File: config.mk
export PLATFORM = sky130hd
export DESIGN_NAME = cpu_sram_arbiter_flat
export DESIGN_NICKNAME = d
export VERILOG_FILES = /design/src/rtl/cpu_sram_arbiter_if.sv /design/src/rtl/cpu_sram_arbiter.sv /design/src/flat_wrapper.sv
export SDC_FILE = /design/constraint.sdc
export NUM_CORES = 1
export LEC_CHECK = 0
export ABC_AREA = 1
export BUFFER_PORTS_ARGS = -buffer_cell sky130_fd_sc_hd__buf_2
export CORE_AREA = 3 3 122 124
export DETAILED_ROUTE_END_ITERATION = 8
export DIE_AREA = 0 0 125 127
export PLACE_DENSITY = 0.56
export SLEW_MARGIN = 20
export SYNTH_ARGS = -nofsm -noshare
export SYNTH_HDL_FRONTEND = slang
export SYNTH_SLANG_ARGS = --single-unit
File: constraint.sdc
create_clock -name clk -period 2.2 [get_ports clk]
set_input_delay 0.22 -clock clk [delete_from_list [all_inputs] [get_ports clk]]
set_output_delay 0.22 -clock clk [all_outputs]
set_load 0.05 [all_outputs]
File: src/rtl/cpu_sram_arbiter_if.sv
// One sram-like bus: request channel from master, handshakes and read data back.
interface cpu_sram_arbiter_if;
  logic        req;
  logic        wr;
  logic [1:0]  size;
  logic [3:0]  wstrb;
  logic [31:0] addr;
  logic [31:0] wdata;
  logic        addr_ok;
  logic        data_ok;
  logic [31:0] rdata;

  modport master (
    output req, wr, size, wstrb, addr, wdata,
    input  addr_ok, data_ok, rdata
  );

  modport slave (
    input  req, wr, size, wstrb, addr, wdata,
    output addr_ok, data_ok, rdata
  );
endinterface

File: src/rtl/cpu_sram_arbiter.sv
// Merges the instruction and data sram-like masters onto one sram-like slave.
// Data side wins ties; a request left unaccepted locks the grant to its owner.
// An in-order owner FIFO steers each response back to the master that issued it.
module cpu_sram_arbiter #(
  parameter int OT_DEPTH = 4,
  parameter int PTR_W    = 2
) (
  input  logic            clk,
  input  logic            resetn,
  cpu_sram_arbiter_if.slave  inst,
  cpu_sram_arbiter_if.slave  data,
  cpu_sram_arbiter_if.master mem
);

  localparam logic [PTR_W:0] DEPTH = (PTR_W+1)'(OT_DEPTH);

  logic [OT_DEPTH-1:0] owner_q;     // 0 = inst, 1 = data
  logic [PTR_W-1:0]    rd_ptr;
  logic [PTR_W-1:0]    wr_ptr;
  logic [PTR_W:0]      count;
  logic                lock;
  logic                lock_owner;

  logic sel;
  logic sel_req;
  logic full;
  logic push;
  logic pop;
  logic pop_owner;

  // Grant select: a pending lock overrides priority, otherwise data first.
  assign sel       = lock ? lock_owner : data.req;
  assign sel_req   = sel ? data.req : inst.req;
  assign full      = (count == DEPTH);
  assign push      = mem.req & mem.addr_ok;
  assign pop       = resetn & mem.data_ok & (count != '0);
  assign pop_owner = owner_q[rd_ptr];

  // Forwarded request; everything forced low while in reset.
  assign mem.req   = resetn & sel_req & ~full;
  assign mem.wr    = resetn & (sel ? data.wr : inst.wr);
  assign mem.size  = {2{resetn}}  & (sel ? data.size  : inst.size);
  assign mem.wstrb = {4{resetn}}  & (sel ? data.wstrb : inst.wstrb);
  assign mem.addr  = {32{resetn}} & (sel ? data.addr  : inst.addr);
  assign mem.wdata = {32{resetn}} & (sel ? data.wdata : inst.wdata);

  // Handshakes back to the masters; responses go to the FIFO head owner.
  assign inst.addr_ok = push & ~sel;
  assign data.addr_ok = push &  sel;
  assign inst.data_ok = pop & ~pop_owner;
  assign data.data_ok = pop &  pop_owner;
  assign inst.rdata   = {32{resetn}} & mem.rdata;
  assign data.rdata   = {32{resetn}} & mem.rdata;

  // Owner FIFO, outstanding count and grant lock.
  always_ff @(posedge clk or negedge resetn) begin
    if (!resetn) begin
      owner_q    <= '0;
      rd_ptr     <= '0;
      wr_ptr     <= '0;
      count      <= '0;
      lock       <= 1'b0;
      lock_owner <= 1'b0;
    end else begin
      if (push) begin
        owner_q[wr_ptr] <= sel;
        wr_ptr          <= wr_ptr + PTR_W'(1);
      end
      if (pop)
        rd_ptr <= rd_ptr + PTR_W'(1);
      case ({push, pop})
        2'b10:   count <= count + (PTR_W+1)'(1);
        2'b01:   count <= count - (PTR_W+1)'(1);
        default: count <= count;
      endcase
      // Hold the grant on an unaccepted request; a dropped request
      // (protocol violation) releases it so the other side is not starved.
      if (mem.req && !mem.addr_ok) begin
        lock       <= 1'b1;
        lock_owner <= sel;
      end else if (mem.req && mem.addr_ok) begin
        lock <= 1'b0;
      end else if (lock && !sel_req) begin
        lock <= 1'b0;
      end
    end
  end

endmodule
File: src/flat_wrapper.sv
// flat-port wrapper written by rule: the top's interface ports become plain ports
module cpu_sram_arbiter_flat 
#(
  parameter int OT_DEPTH = 4,
  parameter int PTR_W    = 2
)
  (clk, resetn, inst_req, inst_wr, inst_size, inst_wstrb, inst_addr, inst_wdata, inst_addr_ok, inst_data_ok, inst_rdata, data_req, data_wr, data_size, data_wstrb, data_addr, data_wdata, data_addr_ok, data_data_ok, data_rdata, mem_req, mem_wr, mem_size, mem_wstrb, mem_addr, mem_wdata, mem_addr_ok, mem_data_ok, mem_rdata);
  cpu_sram_arbiter_if inst_i ();
  cpu_sram_arbiter_if data_i ();
  cpu_sram_arbiter_if mem_i ();
  input  logic clk;
  input  logic resetn;
  input wire logic [$bits(inst_i.req)-1:0] inst_req;
  input wire logic [$bits(inst_i.wr)-1:0] inst_wr;
  input wire logic [$bits(inst_i.size)-1:0] inst_size;
  input wire logic [$bits(inst_i.wstrb)-1:0] inst_wstrb;
  input wire logic [$bits(inst_i.addr)-1:0] inst_addr;
  input wire logic [$bits(inst_i.wdata)-1:0] inst_wdata;
  output wire logic [$bits(inst_i.addr_ok)-1:0] inst_addr_ok;
  output wire logic [$bits(inst_i.data_ok)-1:0] inst_data_ok;
  output wire logic [$bits(inst_i.rdata)-1:0] inst_rdata;
  input wire logic [$bits(data_i.req)-1:0] data_req;
  input wire logic [$bits(data_i.wr)-1:0] data_wr;
  input wire logic [$bits(data_i.size)-1:0] data_size;
  input wire logic [$bits(data_i.wstrb)-1:0] data_wstrb;
  input wire logic [$bits(data_i.addr)-1:0] data_addr;
  input wire logic [$bits(data_i.wdata)-1:0] data_wdata;
  output wire logic [$bits(data_i.addr_ok)-1:0] data_addr_ok;
  output wire logic [$bits(data_i.data_ok)-1:0] data_data_ok;
  output wire logic [$bits(data_i.rdata)-1:0] data_rdata;
  output wire logic [$bits(mem_i.req)-1:0] mem_req;
  output wire logic [$bits(mem_i.wr)-1:0] mem_wr;
  output wire logic [$bits(mem_i.size)-1:0] mem_size;
  output wire logic [$bits(mem_i.wstrb)-1:0] mem_wstrb;
  output wire logic [$bits(mem_i.addr)-1:0] mem_addr;
  output wire logic [$bits(mem_i.wdata)-1:0] mem_wdata;
  input wire logic [$bits(mem_i.addr_ok)-1:0] mem_addr_ok;
  input wire logic [$bits(mem_i.data_ok)-1:0] mem_data_ok;
  input wire logic [$bits(mem_i.rdata)-1:0] mem_rdata;
  assign inst_i.req = inst_req;
  assign inst_i.wr = inst_wr;
  assign inst_i.size = inst_size;
  assign inst_i.wstrb = inst_wstrb;
  assign inst_i.addr = inst_addr;
  assign inst_i.wdata = inst_wdata;
  assign inst_addr_ok = inst_i.addr_ok;
  assign inst_data_ok = inst_i.data_ok;
  assign inst_rdata = inst_i.rdata;
  assign data_i.req = data_req;
  assign data_i.wr = data_wr;
  assign data_i.size = data_size;
  assign data_i.wstrb = data_wstrb;
  assign data_i.addr = data_addr;
  assign data_i.wdata = data_wdata;
  assign data_addr_ok = data_i.addr_ok;
  assign data_data_ok = data_i.data_ok;
  assign data_rdata = data_i.rdata;
  assign mem_req = mem_i.req;
  assign mem_wr = mem_i.wr;
  assign mem_size = mem_i.size;
  assign mem_wstrb = mem_i.wstrb;
  assign mem_addr = mem_i.addr;
  assign mem_wdata = mem_i.wdata;
  assign mem_i.addr_ok = mem_addr_ok;
  assign mem_i.data_ok = mem_data_ok;
  assign mem_i.rdata = mem_rdata;
  cpu_sram_arbiter #(.OT_DEPTH(OT_DEPTH), .PTR_W(PTR_W)) u_core (.clk(clk), .resetn(resetn), .inst(inst_i), .data(data_i), .mem(mem_i));
endmodule
* Word level (Yosys, flattened, before mapping)
Index checks and enable logic that the tools add are counted.
** Word-level totals
- Bits in registers :: 13
- Input bits :: 180
- Output and inout bits :: 140
** Operators by class
- Add/subtract/negate cells :: 4
- $lt $le $gt $ge :: 3
- Eq/ne operators :: 3
- Mux-type cells :: 16
- Bitwise gates (word level) :: 18
- Reduce and logical (&&, ||, !) cells :: 9
** Operators with widths (number)
- bitwise AND 32 bit :: 3
- two-way mux 32 bit :: 2
- bitwise AND 1 bit :: 10
- two-way mux 1 bit :: 8
- < comparator 2 x 3 -> 1 bit, second input constant :: 2
- case mux 3 bit (2 select lines) :: 1
- nonzero test 3 bit :: 2
- adder 2 x 1 -> 2 bit, second input constant :: 2
- bitwise AND 4 bit :: 1
- bitwise mux 4 bit :: 1
- logical AND 1 bit :: 4
- two-way mux 4 bit :: 1
- adder 3 x 1 -> 3 bit, second input constant :: 1
- equality test 3 bit, second input constant :: 1
- inverter 1 bit :: 3
- subtractor 3 x 1 -> 3 bit, second input constant :: 1
- bitwise AND 2 bit :: 1
- binary-select mux 1 bit (select 2 bit) :: 1
- demux 1 bit (select 2 bit) :: 1
- equality test 2 x 1 -> 1 bit, second input constant :: 1
- equality test 2 bit, second input constant :: 1
- >= comparator 2 x 1 -> 1 bit, second input constant :: 1
- zero test 1 bit :: 2
- two-way mux 2 bit :: 1
- nonzero test 2 bit :: 1

* Logic depth before layout (Yosys ltp)
- Depth after elaboration :: 7
- Mapped depth :: 12

* Least setup slack after synthesis
No wires, ideal clock.
- Kind :: register to register
- From :: reg u_core.lock
- To :: reg u_core.count[1]
- Setup time :: 83 ps
- Arrival :: 1974 ps
- Required time :: 2117 ps
- Setup slack :: 143 ps
- Stages on the path, launching flop included :: 11
- Buffers on the path :: 0
- Path through :: dfrtp_1 -> inv_1 -> nand2_2 -> nand3_1 -> nand2_1 -> nor2_4 -> nand2_2 -> ha_1 -> inv_1 -> fa_1 -> o21ai_0
** On the way
- Longest elaborated chain between the ends :: 7
** Ends and longest elaborated chain
- from (decl) :: RTL line cpu_sram_arbiter.sv:21 : logic lock;
- from (signal assigned) :: RTL line cpu_sram_arbiter.sv:62 : lock <= 1'b0;
- from (signal assigned) :: RTL line cpu_sram_arbiter.sv:79 : lock <= 1'b1;
- from (signal assigned) :: RTL line cpu_sram_arbiter.sv:82 : lock <= 1'b0;
- two-way mux 1 bit (*) :: RTL line cpu_sram_arbiter.sv:32 : assign sel = lock ? lock_owner : data.req;
- two-way mux 1 bit (*) :: RTL line cpu_sram_arbiter.sv:33 : assign sel_req = sel ? data.req : inst.req;
- bitwise AND 1 bit (*) (2 in series) :: RTL line cpu_sram_arbiter.sv:40 : assign mem.req = resetn & sel_req & ~full;
- via mem_req :: RTL line flat_wrapper.sv:31 : output wire logic [$bits(mem_i.req)-1:0] mem_req;
- bitwise AND 1 bit (*) :: RTL line cpu_sram_arbiter.sv:35 : assign push = mem.req & mem.addr_ok;
- equality test 2 x 1 -> 1 bit / equality test 2 bit (equally long branches) :: RTL line cpu_sram_arbiter.sv:71 : case ({push, pop})
- case mux 3 bit (2 select lines) / nonzero test 2 bit (equally long branches)
- to (signal assigned) :: RTL line cpu_sram_arbiter.sv:72 : 2'b10: count <= count + (PTR_W+1)'(1);
- to (signal assigned) :: RTL line cpu_sram_arbiter.sv:73 : 2'b01: count <= count - (PTR_W+1)'(1);
- to (signal assigned) :: RTL line cpu_sram_arbiter.sv:74 : default: count <= count;
- to (decl) :: RTL line cpu_sram_arbiter.sv:20 : logic [PTR_W:0] count;
The timed path passes the listed nets; every way through them passes the cells marked *.
A chain may end at the register's enable or synchronous reset.

* Worst setup path after layout
- From :: in resetn
- To :: reg u_core.count[2]
** On the way
- Longest elaborated chain between the ends :: 5
** Ends and longest elaborated chain
- from (decl) :: RTL line flat_wrapper.sv:12 : input logic resetn;
- bitwise AND 1 bit (2 in series) :: RTL line cpu_sram_arbiter.sv:40
- bitwise AND 1 bit :: RTL line cpu_sram_arbiter.sv:35
- equality test 2 x 1 -> 1 bit / equality test 2 bit (equally long branches) :: RTL line cpu_sram_arbiter.sv:71
- case mux 3 bit (2 select lines) / nonzero test 2 bit (equally long branches)
Parallel ways exist; a longest one is shown, timed or not.

==> summary.md <==
| Metric | Value |
|---|---|
| First-pass GRT wire length | `17600 um` |
| Share of layout cells above drive strength 1 | `47.8%` |
| Clock Latency Late Sink | `0.24 ns` |
| # clock sinks | `13` |
| GR Overflow Total | `0` |
| Distinct cells, synth | `22` |
| Area Overhead vs Synth | `71.2%` |
| Routed Antenna Nets | `0` |
| Final period utilization | `94.0%` |
| Crit path max fanout | `5` |
| Cell chain of the critical path | `dlygate4sd3_1 > buf_2 > nand2_1 > nor2_4 > nand2_2 > ha_1 > inv_1 > fa_1 > a21oi_1 > o21ai_0 > xor2_1` |
| Chip width | `125 um` |
| Setup crit end kind | `flip-flop` |
| Mapped Area | `2300 um^2` |
| Syn_nets | `621` |
| Actual slew at the worst max-slew pin | `0.341 ns` |
| # nets final | `896` |
| Leak | `0.00263 uW` |
| Power per standard cell area | `839 nW/um^2` |
| Die height | `127 um` |
| WL per Instance | `13.4 um` |
| Die area | `15900 um^2` |
| Final setup viols | `0` |
| Most common cell after layout, fill and taps aside | `buf_2` |
| Max incr delay on CP | `0.53 ns` |
| Initial Util | `16.6%` |
| Gr usage total | `13.3%` |
| Yosys reg bits | `13` |
| Slack of the critical path | `0.132 ns` |
| Port Buffers | `319` |
| Routed wire length | `11900 um` |
| Fin util | `28.3%` |
| Via Count | `3633` |
| CTS tree | `built` |
| Post-synth top area share | `33.3%` |
| Register-to-Register Setup Slack | `0.22 ns` |
| Reg2reg end | `u_core.count[2]` |
| Pint | `1260 uW` |
| Slew Viols, Final | `0` |
| Commonest non-fill, non-tap cells in the layout | `buf_2, nand2_1, a21oi_1, inv_1, dfrtp_1` |
| FMAX | `484 MHz` |
| Power share of the sequential group | `13.6%` |
| Initial DRC count | `179` |
| Hold Crit Class | `primary input to flip-flop` |
| Critical path's slowest cell | `dlygate4sd3_1` |
| Pin count of the biggest net entering global routing | `67` |
| Worst Hold End | `u_core.owner_q[2]` |
| Switching pwr | `2040 uW` |
| DP HPWL | `9620 um` |
| Setup tns final | `0 ns` |
| Worst hold start | `mem_addr_ok` |
| CTS root buffer | `clkbuf_16` |
| Num rows | `43` |
| Relative slew slack | `77.3%` |
| Worst Skew | `0.00489 ns` |
| Setup Buffers After CTS | `0` |
| Hold Vio Cnt, Final | `0` |
| Placed instance count | `884` |
| Number of max-cap violations | `0` |
| Crit start category | `primary input` |
| TritonRoute pass-1 iters | `4` |
| Clock Path Buffers | `2` |
| RSZ-0062 raised after global routing | `true` |
| Critical Path RT | `2.32 ns` |
| Initial antenna violation count | `1` |
| Core Box Area | `13900 um^2` |
| CP Class | `primary input to flip-flop` |
| Peak supply drop | `0.251 mV` |
| Gate count of the mapped netlist | `435` |
| Avg Inst Size Synth | `5.28 um^2` |
| Reg2Reg Depth | `11` |
| Period minus WS final | `2.07 ns` |
| Post-layout instance area | `3940 um^2` |
| Yosys warning total | `0` |
| Synth area leader | `nand2_1` |
| Status | `completed` |
| I/O pin count | `320` |
| Antenna Diode Count | `0` |
| Clock share of power | `10.5%` |
| Critical path arrival | `2.19 ns` |
| Top cells by area, synth | `nand2_1, a21oi_1, dfrtp_1` |
| DRC | `0` |
| Vias per cell | `4.09` |
| Placer congestion estimate | `0.833` |
| FILL cells | `1609` |
| Register area share after synthesis | `14.2%` |
| Worst hold path stage count | `3` |
| CTS Buf Count | `3` |
| Vias in the first global route | `3382` |
| Reg2reg start | `u_core.count[0]` |
| Clock-pin slew on the worst setup and hold paths | `0.05 ns` |
| Final instance count without filler cells | `889` |
| Area after DPL | `3840 um^2` |
| H-tree Lvls | `1` |
| Setup WS pre-CTS | `0.190 ns` |
| Net Sw Frac | `61.7%` |
| Combinational share of power | `75.9%` |
[how the worst max path moves through the flow]
| stage | startpoint | endpoint | slack, ns | cells after the start |
|---|---|---|---|---|
| 6_report | resetn | u_core.count[2] | 0.13 | 11 |
| 4_1_cts | resetn | mem_wr | 0.07 | 6 |
| 2_1_floorplan | u_core.lock | u_core.count[1] | 0.14 | 10 |
| 5_1_grt | resetn | u_core.count[2] | -0.006 | 11 |
| 3_3_place_gp | u_core.count[1] | u_core.count[2] | 0.15 | 11 |
| 3_5_place_dp | u_core.count[0] | u_core.count[2] | 0.19 | 11 |
[worst max-delay path, delay by kind of cell]
| family | cells | cell delay (ns) |
|---|---|---|
| buffers and inverters | 3 | 0.76 |
| xor gates and xnor gates | 1 | 0.15 |
| and+or+nand+nor | 3 | 0.28 |
| AOI/OAI and AO/OA | 2 | 0.26 |
| adders and majority gates | 2 | 0.52 |
[metal layers]
| layer | global-route usage (%) | routed length [um] | vias up |
|---|---|---|---|
| met1 | 16.7 | 4820 | 1560 |
| li1 | - | - | 1855 |
| met4 | 2.42 | 93 | 2 |
| met3 | 2.09 | 1030 | 9 |
| met2 | 24.2 | 5920 | 207 |
| met5 | 0 | 13 | - |
[kinds of logic (layout without fill, tap and decap cells)]
logic type	count (synthesis)	after routing	share of synthesized area, %
AOI/OAI and AO/OA	78	78	17.0
xor gates and xnor gates	3	3	1.14
adders and majority gates	6	6	3.59
buffers and inverters	104	378	24.3
DFF	13	13	14.2
and+or+nand+nor	231	231	39.8
[Yosys cell counts]
cell and instances:
buf_2 8, clkinv_2 1, nand4_1 8, nand3_1 6, inv_2 1, dfrtp_1 13
inv_1 43, nor2_1 7, fa_1 1, ha_1 5, buf_6 1, a21oi_1 75
nand2_2 3, xnor2_1 1, nor2_4 1, xor2_1 2, nand2_1 204, clkbuf_1 10
buf_4 40, nand3b_1 1, nor3_1 1, o21ai_0 3
[sequential cells by signal (all words and copies together), names as in the netlist]
signal,flops
u_core.rd_ptr,2
u_core.wr_ptr,2
u_core.owner_q,4
u_core.count,3
u_core.lock_owner,1
u_core.lock,1
[cell type report]
class	instances	area, um^2	area share, %
Clock buffer	4	78.8	2.00
Tap cell	180	225	5.72
Multi-Input combinational cell	318	1420	36.1
Sequential cell	13	325	8.27
Inverter	45	173	4.39
Timing Repair Buffer	329	1710	43.5
[stage by stage]
step / hold slack (ns) / power, uW
after floorplan: -0.0756 / 2350
after global placement: 0.253 / 2970
after detailed placement: 0.256 / 2970
after CTS: 0.324 / 3340
after global routing: 0.343 / 3560
final: 0.327 / 3300
[power groups by stage]
stage	clock network [uW]	logic [uW]	registers [uW]
after detailed placement	0	2520	447
after CTS	360	2530	443
final	346	2510	449
after global routing	375	2720	466
after global placement	0	2530	444
after floorplan	0	1930	422
[repair_timing]
| item | in CTS | in global routing |
|---|---|---|
| gates resized for setup | 0 | 4 |
| endpoints found under the hold margin | 13 | 0 |
| setup endpoints to repair | 0 | 7 |
| hold buffers | 1 | 0 |
Note: power is estimated with default switching activity, not from simulation.
